### src/rtl/cpu_state_dumper.sv
// rtl/cpu_state_dumper.sv - end-of-run monitor that streams data-RAM and register-file contents
module cpu_state_dumper #(
  parameter int          DATA_W    = 32,
  parameter int          MEM_DEPTH = 512,
  parameter int          RF_DEPTH  = 32,
  parameter logic [31:0] HALT_WORD = 32'hFFFF_FFFF,
  parameter int          TIMEOUT   = 100000,
  parameter int          CNT_W     = 32,
  localparam int         MAW       = (MEM_DEPTH > 1) ? $clog2(MEM_DEPTH) : 1,
  localparam int         RAW       = (RF_DEPTH > 1) ? $clog2(RF_DEPTH) : 1
) (
  input  logic              clk,
  input  logic              rst,
  input  logic [31:0]       rb_instr,
  input  logic              cpu_stop,
  output logic [MAW-1:0]    mem_addr,
  output logic              mem_rd,
  input  logic [DATA_W-1:0] mem_rdata,
  output logic [RAW-1:0]    rf_addr,
  output logic              rf_rd,
  input  logic [DATA_W-1:0] rf_rdata,
  output logic [DATA_W-1:0] dout,
  output logic [1:0]        dout_tag,
  output logic              dout_valid,
  input  logic              dout_ready,
  output logic              running,
  output logic              done,
  output logic              timed_out,
  output logic [CNT_W-1:0]  cycle_count
);

  typedef enum logic [2:0] {RUN, MEM_RD, MEM_OUT, SEP, RF_RD, RF_OUT, DONE} state_t;

  state_t            state;
  logic [DATA_W-1:0] dout_q;
  logic              fresh;
  logic              halt_req;
  logic              timeout_hit;
  logic              beat_taken;

  assign halt_req    = (rb_instr === HALT_WORD) | cpu_stop;
  assign timeout_hit = (TIMEOUT != 0) && (cycle_count == CNT_W'(TIMEOUT - 1));
  assign beat_taken  = dout_valid & dout_ready;

  // First output cycle of a word forwards the read data directly; dout_q holds it afterwards.
  assign dout = fresh ? ((dout_tag == 2'b01) ? rf_rdata : mem_rdata) : dout_q;

  always_ff @(posedge clk) begin
    if (rst) begin
      state       <= RUN;
      running     <= 1'b1;
      done        <= 1'b0;
      timed_out   <= 1'b0;
      dout_valid  <= 1'b0;
      mem_rd      <= 1'b0;
      rf_rd       <= 1'b0;
      dout_q      <= '0;
      fresh       <= 1'b0;
      dout_tag    <= 2'b00;
      mem_addr    <= '0;
      rf_addr     <= '0;
      cycle_count <= '0;
    end else begin
      fresh <= 1'b0;
      if (fresh) dout_q <= dout;
      case (state)
        RUN: begin
          if (halt_req) begin
            if (cycle_count != '1) cycle_count <= cycle_count + 1'b1;
            mem_addr <= '0;
            mem_rd   <= 1'b1;
            state    <= MEM_RD;
          end else if (timeout_hit) begin
            timed_out <= 1'b1;
            mem_addr  <= '0;
            mem_rd    <= 1'b1;
            state     <= MEM_RD;
          end else if (cycle_count != '1) begin
            cycle_count <= cycle_count + 1'b1;
          end
        end
        MEM_RD: begin
          running    <= 1'b0;
          mem_rd     <= 1'b0;
          dout_tag   <= 2'b00;
          dout_valid <= 1'b1;
          fresh      <= 1'b1;
          state      <= MEM_OUT;
        end
        MEM_OUT: if (beat_taken) begin
          if (mem_addr == MAW'(MEM_DEPTH - 1)) begin
            // Separator goes out straight away, no read needed.
            dout_q   <= '0;
            dout_tag <= 2'b10;
            state    <= SEP;
          end else begin
            dout_valid <= 1'b0;
            mem_addr   <= mem_addr + 1'b1;
            mem_rd     <= 1'b1;
            state      <= MEM_RD;
          end
        end
        SEP: if (beat_taken) begin
          dout_valid <= 1'b0;
          rf_addr    <= '0;
          rf_rd      <= 1'b1;
          state      <= RF_RD;
        end
        RF_RD: begin
          rf_rd      <= 1'b0;
          dout_tag   <= 2'b01;
          dout_valid <= 1'b1;
          fresh      <= 1'b1;
          state      <= RF_OUT;
        end
        RF_OUT: if (beat_taken) begin
          dout_valid <= 1'b0;
          if (rf_addr == RAW'(RF_DEPTH - 1)) begin
            done  <= 1'b1;
            state <= DONE;
          end else begin
            rf_addr <= rf_addr + 1'b1;
            rf_rd   <= 1'b1;
            state   <= RF_RD;
          end
        end
        DONE: begin
          dout_valid <= 1'b0;
        end
        default: state <= RUN;
      endcase
    end
  end

endmodule
### config.mk
export PLATFORM = sky130hd
export DESIGN_NAME = cpu_state_dumper
export DESIGN_NICKNAME = d
export VERILOG_FILES = /design/src/rtl/cpu_state_dumper.sv
export SDC_FILE = /design/constraint.sdc
export NUM_CORES = 1
export LEC_CHECK = 0
export ABC_AREA = 1
export BUFFER_PORTS_ARGS = -buffer_cell sky130_fd_sc_hd__buf_2
export CAP_MARGIN = 20
export CORE_ASPECT_RATIO = 0.6
export CORE_MARGIN = 2
export CORE_UTILIZATION = 45
export DETAILED_ROUTE_END_ITERATION = 16
export PLACE_DENSITY = 0.82
export SLEW_MARGIN = 20
export SYNTH_ARGS = -nofsm -noshare
export SYNTH_HDL_FRONTEND = slang
export SYNTH_SLANG_ARGS = --single-unit
### constraint.sdc
create_clock -name clk -period 4.1 [get_ports clk]
set_input_delay 0 -clock clk [delete_from_list [all_inputs] [get_ports clk]]
set_output_delay 0 -clock clk [all_outputs]
set_load 0.02 [all_outputs]
==> results of run 1 <==
[cell usage after synthesis, types with 2 or more instances]
cell      instances
nand2_1         196
nor2_1          146
inv_1            98
dfxtp_1          90
o21ai_0          67
nand3_1          51
a21oi_1          47
o21a_1           33
clkbuf_1         24
nand3b_1         18
xor2_1           12
nand2_2          11
a21oi_2          10
nor3_1            7
ha_1              5
buf_1             4
xnor2_1           4
buf_4             3
buf_6             3
inv_2             3
nor2_2            2
or2_2             2
[worst max path at each step]
| stage | cells after the start | to | slack (ns) | start |
|---|---|---|---|---|
| floorplan | 12 | dout_q[0] | 2.00 | mem_addr[0] |
| global placement | 11 | dout_q[13] | 1.60 | mem_addr[0] |
| detailed placement | 11 | dout_q[7] | 1.46 | mem_addr[0] |
| CTS | 11 | dout_q[7] | 1.43 | mem_addr[0] |
| global route | 9 | cycle_count[31] | 1.22 | cycle_count[0] |
| finish | 9 | cycle_count[15] | 1.52 | cycle_count[0] |
[state kept, by name, summed over array words and instances, names as in the netlist, 2 cells and up]
signal and count:
dout_q 32, rf_addr 5, state 3, mem_addr 9, dout_tag 2, cycle_count 32
[cell families (layout without fill, tap and decap cells)]
family,count (synthesis),count (layout),synth area share
flops,90,90,0.3365
buf+inv,136,306,0.1017
compound gates,158,158,0.1706
simple gates,442,442,0.3534
fa+ha+maj,5,5,0.01168
xor+xnor,16,16,0.02617
[routing by layer]
layer	routed length, um	share of wire	track usage	vias to the layer above
met5	0	0	0	-
met4	51	0.0033	0.03442	0
met3	1458	0.095	0.05411	4
met2	6167	0.40	0.3319	258
met1	7618	0.50	0.3625	2591
li1	-	-	-	3012
[power by group through the flow]
| stage | clock (uW) | combinational [uW] | sequential, uW |
|---|---|---|---|
| after global routing | 875 | 1430 | 1170 |
| after floorplan | 0 | 941 | 1170 |
| after global placement | 0 | 1240 | 1160 |
| after CTS | 829 | 1260 | 1140 |
| after detailed placement | 0 | 1250 | 1160 |
| final | 814 | 1260 | 1150 |
[final cells by class]
class / instances / area (um2)
multi-input combinational: 621 / 3010
sequential: 90 / 1803
fill: 1124 / 4797
tap: 160 / 200.2
inverter: 102 / 382.9
timing repair buffer: 188 / 955.9
clock buffer: 12 / 266.5
clock inverter: 4 / 32.53
[layout by cell type (no fill, tap or decap), drive strengths merged]
cell and count:
nand4 1, nor4 1, nand3 52, nor2 149, nand2 208, inv 102, a21oi 57, o21ai 67
ha 5, clkinvlp 2, nand3b 19, or2 2, o21a 33, nor3 8, clkbuf 12, clkinv 2
o31ai 1, xnor2 4, xor2 12, or3 1, nor3b 1, buf 188, dfxtp 90
[worst max-delay path: stages (launching register included)]
cell and delay (ns):
dfxtp_1 0.42, ha_1 0.33, nand3_2 0.18, nor2_1 0.14, nand2_1 0.06, nor2_2 0.19, nand3b_4 0.39, nand2_4 0.52
nand2_1 0.10, a21oi_1 0.14
[stage by stage]
stage	cell area (um2)	instances	hold slack [ns]	util	power, uW
6_report	6651	1177	0.05360	0.5810	3227
5_1_grt	6651	1177	0.08957	0.5810	3472
4_1_cts	6636	1176	0.04486	0.5797	3236
3_5_place_dp	6337	1160	0.3876	0.5536	2418
3_3_place_gp	6337	1160	0.3807	0.5536	2397
2_1_floorplan	5354	847	0.2733	-	2107
==> impl_metrics.csv, run 1 <==
group,metric,value,unit
outcome,outcome,"finished, final reports clean",
cts,ctsHoldBuffers,0,
floorplan,start_util,0.4677,
power,power_frac_seq,0.356,
worst_hold_path,hold_path_startpoint,"rf_rdata[16]",
yosys,netlist.area_leader.share,0.3365,
floorplan,rows,30,
yosys,yosys.cell_types.count,33,
power,switching_share,0.4219,
timing,slew_headroom,0.3244,
power,p_int,1866,uW
yosys,synth_edf_count,0,
cts,cts_made_buffers,9,
routing,routed_wl,15300,um
power,pwr-share-clk,0.252,
power,p_comb_frac,0.392,
timing,setup_slack,1.521,ns
final_layout,fin_nets,1117,
setup_path,path_class,"reg -> reg",
cts,cts_sinks,90,
timing,tightest_slew,1.013,ns
yosys,syn_nets,952,
timing,grt_setup_unrepaired,"no",
timing,tns,0,ns
power,peakVddDrop,0.0003575,V
yosys,synth_ff_type,"dfxtp_1",
yosys,ys_seq_area_frac,0.3365,
timing,fin_crit,2.579,ns
setup_path,cp.arrival,2.84,ns
timing,setup_viol,0,
floorplan,dieArea,0.01281,mm2
cts,postCtsSetupBuffers,0,
setup_path,rrSetupSlack,1.52,ns
routing,first_pass_iters,6,
grt,grt_first_pass_wirelength,23890,um
final_layout,area_delta_synth_final,24.23,%
floorplan,io-pin-count,186,
yosys,yosysWarnings,0,
setup_path,reg2regPathDepth,9,
yosys,synth_seq_cells,90,
grt,grt_pass1_vias,4880,
routing,ant_nets,0,
timing,hold_viol,0,
worst_hold_path,whs_path_depth,5,
placed_design,gp_congestion,0.9668,
yosys,netlist_top_cells_area,"dfxtp_1 34%, nand2_1 14%, nor2_1 10%",
routing,drcViolationCount,0,
power,p_per_area,485.2,mW/mm2
yosys,avgSynthCellArea,6.321,um2
cts,h-tree-depth,3,
run,cap_violations,0,
setup_path,startpoint_type,"flop",
grt,grt_max_degree,65,
cts,post_cts_resized,0,
grt,antenna_found_initial,0,
setup_path,r2r-start,"cycle_count[0]",
cts,root_buffer,"clkbuf_16",
grt,grt-ovfl-total,0,
setup_path,critPathMaxFanout,34,
routing,drtIter0Drc,452,
power,leakage,0.002933,uW
floorplan,core-area,0.01145,mm2
routing,routedWlPerCell,12.99,um
placed_design,dp_slack,1.463,ns
routing,vias,5865,
cts,cts_tree,"built",
power,p_sw,1361,uW
grt,grt_use_total,0.2334,
placed_design,hpwl,11300,um
yosys,synth_area,0.005354,mm2
floorplan,die_y,88.49,um
yosys,synth_top_cell_by_area,"dfxtp_1",
worst_hold_path,hold_class,"in -> reg",
routing,avgViaCountPerCell,4.983,
setup_path,r2r_end,"cycle_count[15]",
placed_design,portBuffers,185,
setup_path,worstPathRequired,4.36,ns
yosys,synthCells,847,
floorplan,die_w,144.8,um
final_layout,layout-drive-gt1-share,0.2350,
timing,final.setup_skew,0.008545,ns
cts,clock_path_buffers,2,
timing,slew_viol_final,0,
final_layout,n_antenna_cell,0,
worst_hold_path,holdPathEnd,"dout_q[16]",
timing,period_share,0.6290,
yosys,async_reset_ff_frac,0,
cts,clk_pin_slew,0.07,ns
timing,fmax,0.3877,GHz
cts,insertion_delay,0.33,ns
setup_path,end_kind,"flop",
No activity file was read; power rests on OpenSTA's default activity.
==> run 2: changes to the inputs <==
ABC_AREA = 0   (was 1)
PLACE_DENSITY = 0.84   (was 0.82)
clock period = 2.5 ns   (was 4.1 ns; I/O delays follow)
==> impl_metrics.csv, run 2 <==
group,metric,value,unit
outcome,outcome,"finished, final reports clean",
power,p_int,2528,uW
yosys,synthAdderAreaFrac,0.01381,
cts,clock_path_buffers,2,
yosys,synth_seq_cells,90,
yosys,synthCells,552,
floorplan,die_y,81.71,um
timing,tightest_slew,0.7810,ns
setup_path,end_kind,"flop",
final_layout,area_delta_synth_final,30.25,%
routing,vias,4673,
cts,cts_tree,"built",
cts,root_buffer,"clkbuf_16",
placed_design,placed_cells,851,
yosys,syn_nets,657,
yosys,synthXorXnorAreaFrac,0.03094,
yosys,async_reset_ff_frac,0,
setup_path,critPathMaxStageDelay,0.56,ns
placed_design,gp_congestion,0.8347,
yosys,ys_seq_area_frac,0.3978,
grt,grt-ovfl-total,0,
placed_design,portBuffers,185,
timing,grt_setup_unrepaired,"no",
yosys,netlist_top_cells_area,"dfxtp_1 40%, mux2i_1 7.5%, a21oi_1 7.1%",
setup_path,crit_buf_inv,1,
floorplan,dieArea,0.01091,mm2
timing,fin_crit,2.364,ns
yosys,synth_top_family_by_area,"simple AND/OR/NAND/NOR gates",
final_layout,n_antenna_cell,0,
yosys,netlist.area_leader.share,0.3978,
grt,antenna_found_initial,0,
floorplan,core-area,0.009809,mm2
yosys,synthSimpleGateAreaFrac,0.3014,
setup_path,cp.arrival,2.62,ns
timing,worst_hold_slack,0.08622,ns
placed_design,hpwl,9443,um
run,cap_violations,0,
timing,fmax,0.4230,GHz
timing,slew_viol_final,0,
power,peakVddDrop,0.0003573,V
setup_path,critical-path-slowest-cell,"or4_1",
routing,routedWlPerCell,14.36,um
yosys,synth_edf_count,0,
floorplan,io-pin-count,186,
power,power_frac_seq,0.436,
timing,setup_viol,0,
yosys,synth_area,0.004529,mm2
routing,avgViaCountPerCell,5.390,
setup_path,worstPathRequired,2.75,ns
floorplan,rows,28,
cts,ctsHoldBuffers,0,
cts,cts_made_buffers,9,
grt,grt_max_degree,40,
setup_path,startpoint_type,"flop",
power,leakage,0.002470,uW
power,p_per_area,600.3,mW/mm2
yosys,synth_ff_type,"dfxtp_1",
final_layout,fin_nets,832,
yosys,synth_compound_area_frac,0.1417,
cts,cts_sinks,90,
yosys,yosys.cell_types.count,54,
floorplan,start_util,0.4617,
setup_path,crit_chain,"ha_1 > nand3_1 > nor4_4 > buf_4 > nand3_2 > or4_1 > a21oi_1",
timing,final.setup_skew,0.007546,ns
timing,slew_headroom,0.4785,
routing,drtIter0Drc,186,
power,p_comb_frac,0.181,
grt,grt_first_pass_wirelength,19630,um
timing,hold_viol,0,
cts,h-tree-depth,3,
setup_path,path_class,"reg -> reg",
final_layout,layout_common_cells,"185 x buf_2, 89 x dfxtp_1, 82 x nor2_1",
routing,drcViolationCount,0,
yosys,synth_common_cells,"90 x dfxtp_1, 82 x nor2_1, 64 x a21oi_1",
final_layout,layout-drive-gt1-share,0.3101,
power,pwr-share-clk,0.382,
yosys,yosysMostFrequentCell,"dfxtp_1",
power,p_sw,1014,uW
routing,routed_wl,12450,um
cts,insertion_delay,0.33,ns
grt,grt_use_total,0.2198,
setup_path,cp.depth,7,
cts,postCtsSetupBuffers,0,
yosys,synth_top_cell_by_area,"dfxtp_1",
timing,period_share,0.9457,
power,switching_share,0.2862,
routing,first_pass_iters,5,
floorplan,die_w,133.5,um
setup_path,reg2regPathDepth,7,
final_layout,layout.cells.most_common,"buf_2",
yosys,avgSynthCellArea,8.205,um2
yosys,yosysWarnings,0,
setup_path,crit_family,"simple AND/OR/NAND/NOR gates",
worst_hold_path,hold_class,"in -> reg",
grt,grt_pass1_vias,4213,
cts,post_cts_resized,0,
routing,ant_nets,0,
final_layout,largest_registers,"cycle_count (32), dout_q (32), mem_addr (9)",
timing,tns,0,ns
cts,clk_pin_slew,0.07,ns
setup_path,critPathMaxFanout,9,
yosys,synth_mux_area_frac,0.07762,
worst_hold_path,whs_path_depth,4,
final_layout,nFillCells,924,
final_layout,instances_no_fill,867,
-- run 2: cell types whose count changed in the layout (fill, tap and decap cells not counted), sizes merged, moves of 18 or more --
cell	delta
nor2	-67
o21ai	-44
nand4	+18
inv	-94
nand3	-29
mux2i	+34
nand2	-180
nor2b	+35
o21a	-33
-- run 2: cell families after synthesis --
logic type	after synthesis
buffers and inverters	38
adder cells (fa/ha/maj)	5
AO/OA/AOI/OAI	112
flip-flops	90
multiplexers	35
XOR/XNOR	16
AND/OR/NAND/NOR	256
-- run 2: path summary, 6_finish.rpt --
check                 startpoint               to  slack (ns)
setup reg to reg  cycle_count[0]  cycle_count[24]        0.14
hold reg to reg        timed_out        timed_out        0.47
hold / removal        dout_ready       dout_valid        0.09
setup / recovery  cycle_count[0]  cycle_count[24]        0.14
-- run 2: through the flow --
stage               instance area [um2]    util  power, uW  worst slack (ns)
floorplan                          4529       -       1972            0.2256
global placement                   5580  0.5689       2183            0.3069
detailed placement                 5580  0.5689       2208            0.1519
CTS                                5883  0.5997       3564            0.1391
global route                       5899  0.6014       3698          0.001417
finish                             5899  0.6014       3541            0.1358
-- run 2: cell type report --
| type | count | area, um2 | share of cell area |
|---|---|---|---|
| Clock buffer | 9 | 225.2 | 0.03818 |
| Clock inverter | 7 | 77.57 | 0.01315 |
| Tap cell | 135 | 168.9 | 0.02863 |
| Timing Repair Buffer | 195 | 1013 | 0.1718 |
| Inverter | 7 | 26.28 | 0.004454 |
| Sequential cell | 90 | 1803 | 0.3056 |
| Multi-Input combinational cell | 424 | 2585 | 0.4382 |
-- run 2: metal layers --
| metal | vias up | global-route usage | routed length (um) |
|---|---|---|---|
| met5 | - | 0 | 0 |
| met4 | 0 | 0.05957 | 150 |
| met3 | 16 | 0.05494 | 659 |
| met2 | 148 | 0.3701 | 5880 |
| met1 | 2195 | 0.2850 | 5761 |
| li1 | 2314 | - | - |
-- run 2: power groups by stage --
stage	sequential (uW)	clock (uW)	combinational [uW]
final	1550	1350	642
after CTS	1540	1390	634
after global placement	1570	0	614
after floorplan	1580	0	390
after detailed placement	1580	0	631
after global routing	1550	1440	708
-- run 2: worst reg2reg max path, stage by stage (launching register included) --
cell,delay (ns)
dfxtp_1,0.46
ha_1,0.35
nand3_1,0.20
nor4_4,0.19
buf_4,0.18
nand3_2,0.16
or4_1,0.56
a21oi_1,0.18
==> run 3: changes to the inputs <==
==> constraint.sdc (replaced) <==
create_clock -name clk -period 2.5 [get_ports clk]
set_input_delay 0.75 -clock clk [delete_from_list [all_inputs] [get_ports clk]]
set_output_delay 0.75 -clock clk [all_outputs]
set_load 0.02 [all_outputs]
==> impl_metrics.csv, run 3 (synthesized netlist as in run 2, its figures left out) <==
group,metric,value,unit
grt,grt_pass1_vias,4288,
setup_path,reg2regPathDepth,11,
timing,fin_crit,2.415,ns
power,p_total,3705,uW
grt,grt_max_degree,65,
floorplan,start_util,0.4617,
floorplan,die_w,133.5,um
power,p_per_area,611.7,mW/mm2
floorplan,die_y,81.71,um
timing,slew_viol_final,0,
final_layout,postLayoutCoreUtil,0.6175,
final_layout,largest_registers,"cycle_count (32), dout_q (32), mem_addr (9)",
setup_path,r2r_end,"mem_addr[6]",
routing,avgViaCountPerCell,5.476,
setup_path,crit_chain,"nor2b_4 > buf_12 > mux2i_1 > a21oi_1 > buf_2",
cts,ctsHoldBuffers,0,
cts,insertion_delay,0.35,ns
timing,setup_viol,0,
worst_hold_path,hold_class,"reg -> reg",
grt,grt_use_total,0.2234,
routing,routedWlPerCell,14.46,um
setup_path,critPathMaxStageDelay,0.37,ns
cts,post_cts_resized,0,
routing,ant_nets,0,
run,cap_violations,0,
setup_path,crit_buf_inv,2,
worst_hold_path,whs_path_depth,2,
setup_path,r2r-start,"mem_addr[1]",
final_layout,layout.cells.most_common,"buf_2",
cts,clk_pin_slew,0.07,ns
floorplan,rows,28,
setup_path,critical-path-slowest-cell,"dfxtp_1",
final_layout,layout-drive-gt1-share,0.3266,
power,p_sw,1049,uW
grt,antenna_found_initial,0,
power,pwr-share-clk,0.401,
worst_hold_path,holdPathEnd,"timed_out",
timing,slew_headroom,0.6334,
routing,routed_wl,12710,um
floorplan,core-area,0.009809,mm2
setup_path,cp.arrival,1.66,ns
final_layout,nFillCells,881,
setup_path,end_kind,"primary output",
timing,fmax,0.4141,GHz
setup_path,worstPathRequired,1.75,ns
final_layout,fin_nets,844,
placed_design,hpwl,9507,um
timing,final.setup_skew,0.008468,ns
final_layout,multiInputGateArea,0.002584,mm2
routing,vias,4813,
outcome,outcome,"finished, final reports clean",
power,peakVddDrop,0.0003681,V
cts,root_buffer,"clkbuf_16",
routing,drtIter0Drc,235,
routing,drcViolationCount,0,
grt,grt-ovfl-total,0,
routing,first_pass_iters,5,
placed_design,gp_congestion,0.8560,
final_layout,seqCellArea,0.001804,mm2
timing,tightest_slew,0.5499,ns
setup_path,cp.depth,5,
setup_path,critPathMaxFanout,16,
timing,grt_setup_unrepaired,"no",
timing,hold_viol,0,
grt,grt_first_pass_wirelength,19890,um
setup_path,path_class,"reg -> out",
floorplan,io-pin-count,186,
cts,clock_path_buffers,2,
final_layout,area_delta_synth_final,33.73,%
setup_path,rrSetupSlack,0.26,ns
placed_design,placed_cells,862,
cts,cts_made_buffers,9,
power,power_frac_seq,0.413,
setup_path,crit_family,"buffers and inverters",
placed_design,portBuffers,185,
power,p_comb_frac,0.186,
timing,period_share,0.9660,
final_layout,instances_no_fill,879,
power,p_int,2656,uW
final_layout,layout_common_cells,"185 x buf_2, 88 x dfxtp_1, 82 x nor2_1",
power,switching_share,0.2832,
power,leakage,0.002555,uW
timing,worst_hold_slack,0.4735,ns
worst_hold_path,hold_path_startpoint,"timed_out",
floorplan,dieArea,0.01091,mm2
cts,cts_sinks,90,
cts,cts_tree,"built",
cts,postCtsSetupBuffers,0,
cts,h-tree-depth,3,
setup_path,startpoint_type,"flop",
final_layout,n_antenna_cell,0,
run 3: cell types whose count changed in the layout (fill, tap and decap cells not counted), moves of 2 or more:
| cell | delta |
|---|---|
| a211o_4 | -2 |
| buf_4 | +9 |
| a211o_2 | +2 |
| buf_12 | +2 |
run 3: worst register-to-register path: cells and delay by family, from the launching register on:
kind                     cells  cell delay [ns]
flip-flops                   1             0.37
adder cells (fa/ha/maj)      2             0.39
AND/OR/NAND/NOR              6             0.85
AO/OA/AOI/OAI                3             0.52
run 3: cell type report:
| class | instances | area share |
|---|---|---|
| inverter | 7 | 0.004338 |
| tap | 135 | 0.02789 |
| multi-input combinational | 424 | 0.4266 |
| sequential | 90 | 0.2979 |
| clock buffer | 9 | 0.03718 |
| clock inverter | 7 | 0.01694 |
| timing repair buffer | 207 | 0.1892 |
run 3: how the worst max path moves through the flow:
stage / slack, ns / to / start
3_5_place_dp: -0.19 / cycle_count[2] / rb_instr[6]
3_3_place_gp: -0.02 / cycle_count[26] / rb_instr[6]
6_report: 0.09 / dout[16] / dout_tag[0]
4_1_cts: 0.02 / dout[16] / dout_tag[0]
2_1_floorplan: 0.17 / dout[10] / dout_tag[0]
5_1_grt: 0.01 / dout[7] / dout_tag[0]
run 3: power groups by stage:
stage / combinational (uW) / sequential, uW / clock, uW
after floorplan: 390 / 1580 / 0
after global placement: 664 / 1560 / 0
after detailed placement: 682 / 1560 / 0
after CTS: 687 / 1530 / 1500
after global routing: 754 / 1540 / 1560
final: 690 / 1530 / 1480
run 3: layer usage:
metal | vias to the layer above | global-route usage | wire, um
li1 | 2350 | - | -
met1 | 2281 | 0.2971 | 5752
met2 | 157 | 0.3598 | 5928
met3 | 25 | 0.05802 | 787
met4 | 0 | 0.07128 | 238
met5 | - | 0 | 0
run 3: per-stage QoR:
step           setup WS, ns   TNS, ns  cell area, um2
3_3_place_gp       -0.02447  -0.04890            5688
5_1_grt             0.01401         0            6057
4_1_cts             0.02119         0            6016
2_1_floorplan        0.1736         0            4529
3_5_place_dp        -0.1880    -1.037            5688
6_report            0.08510         0            6057
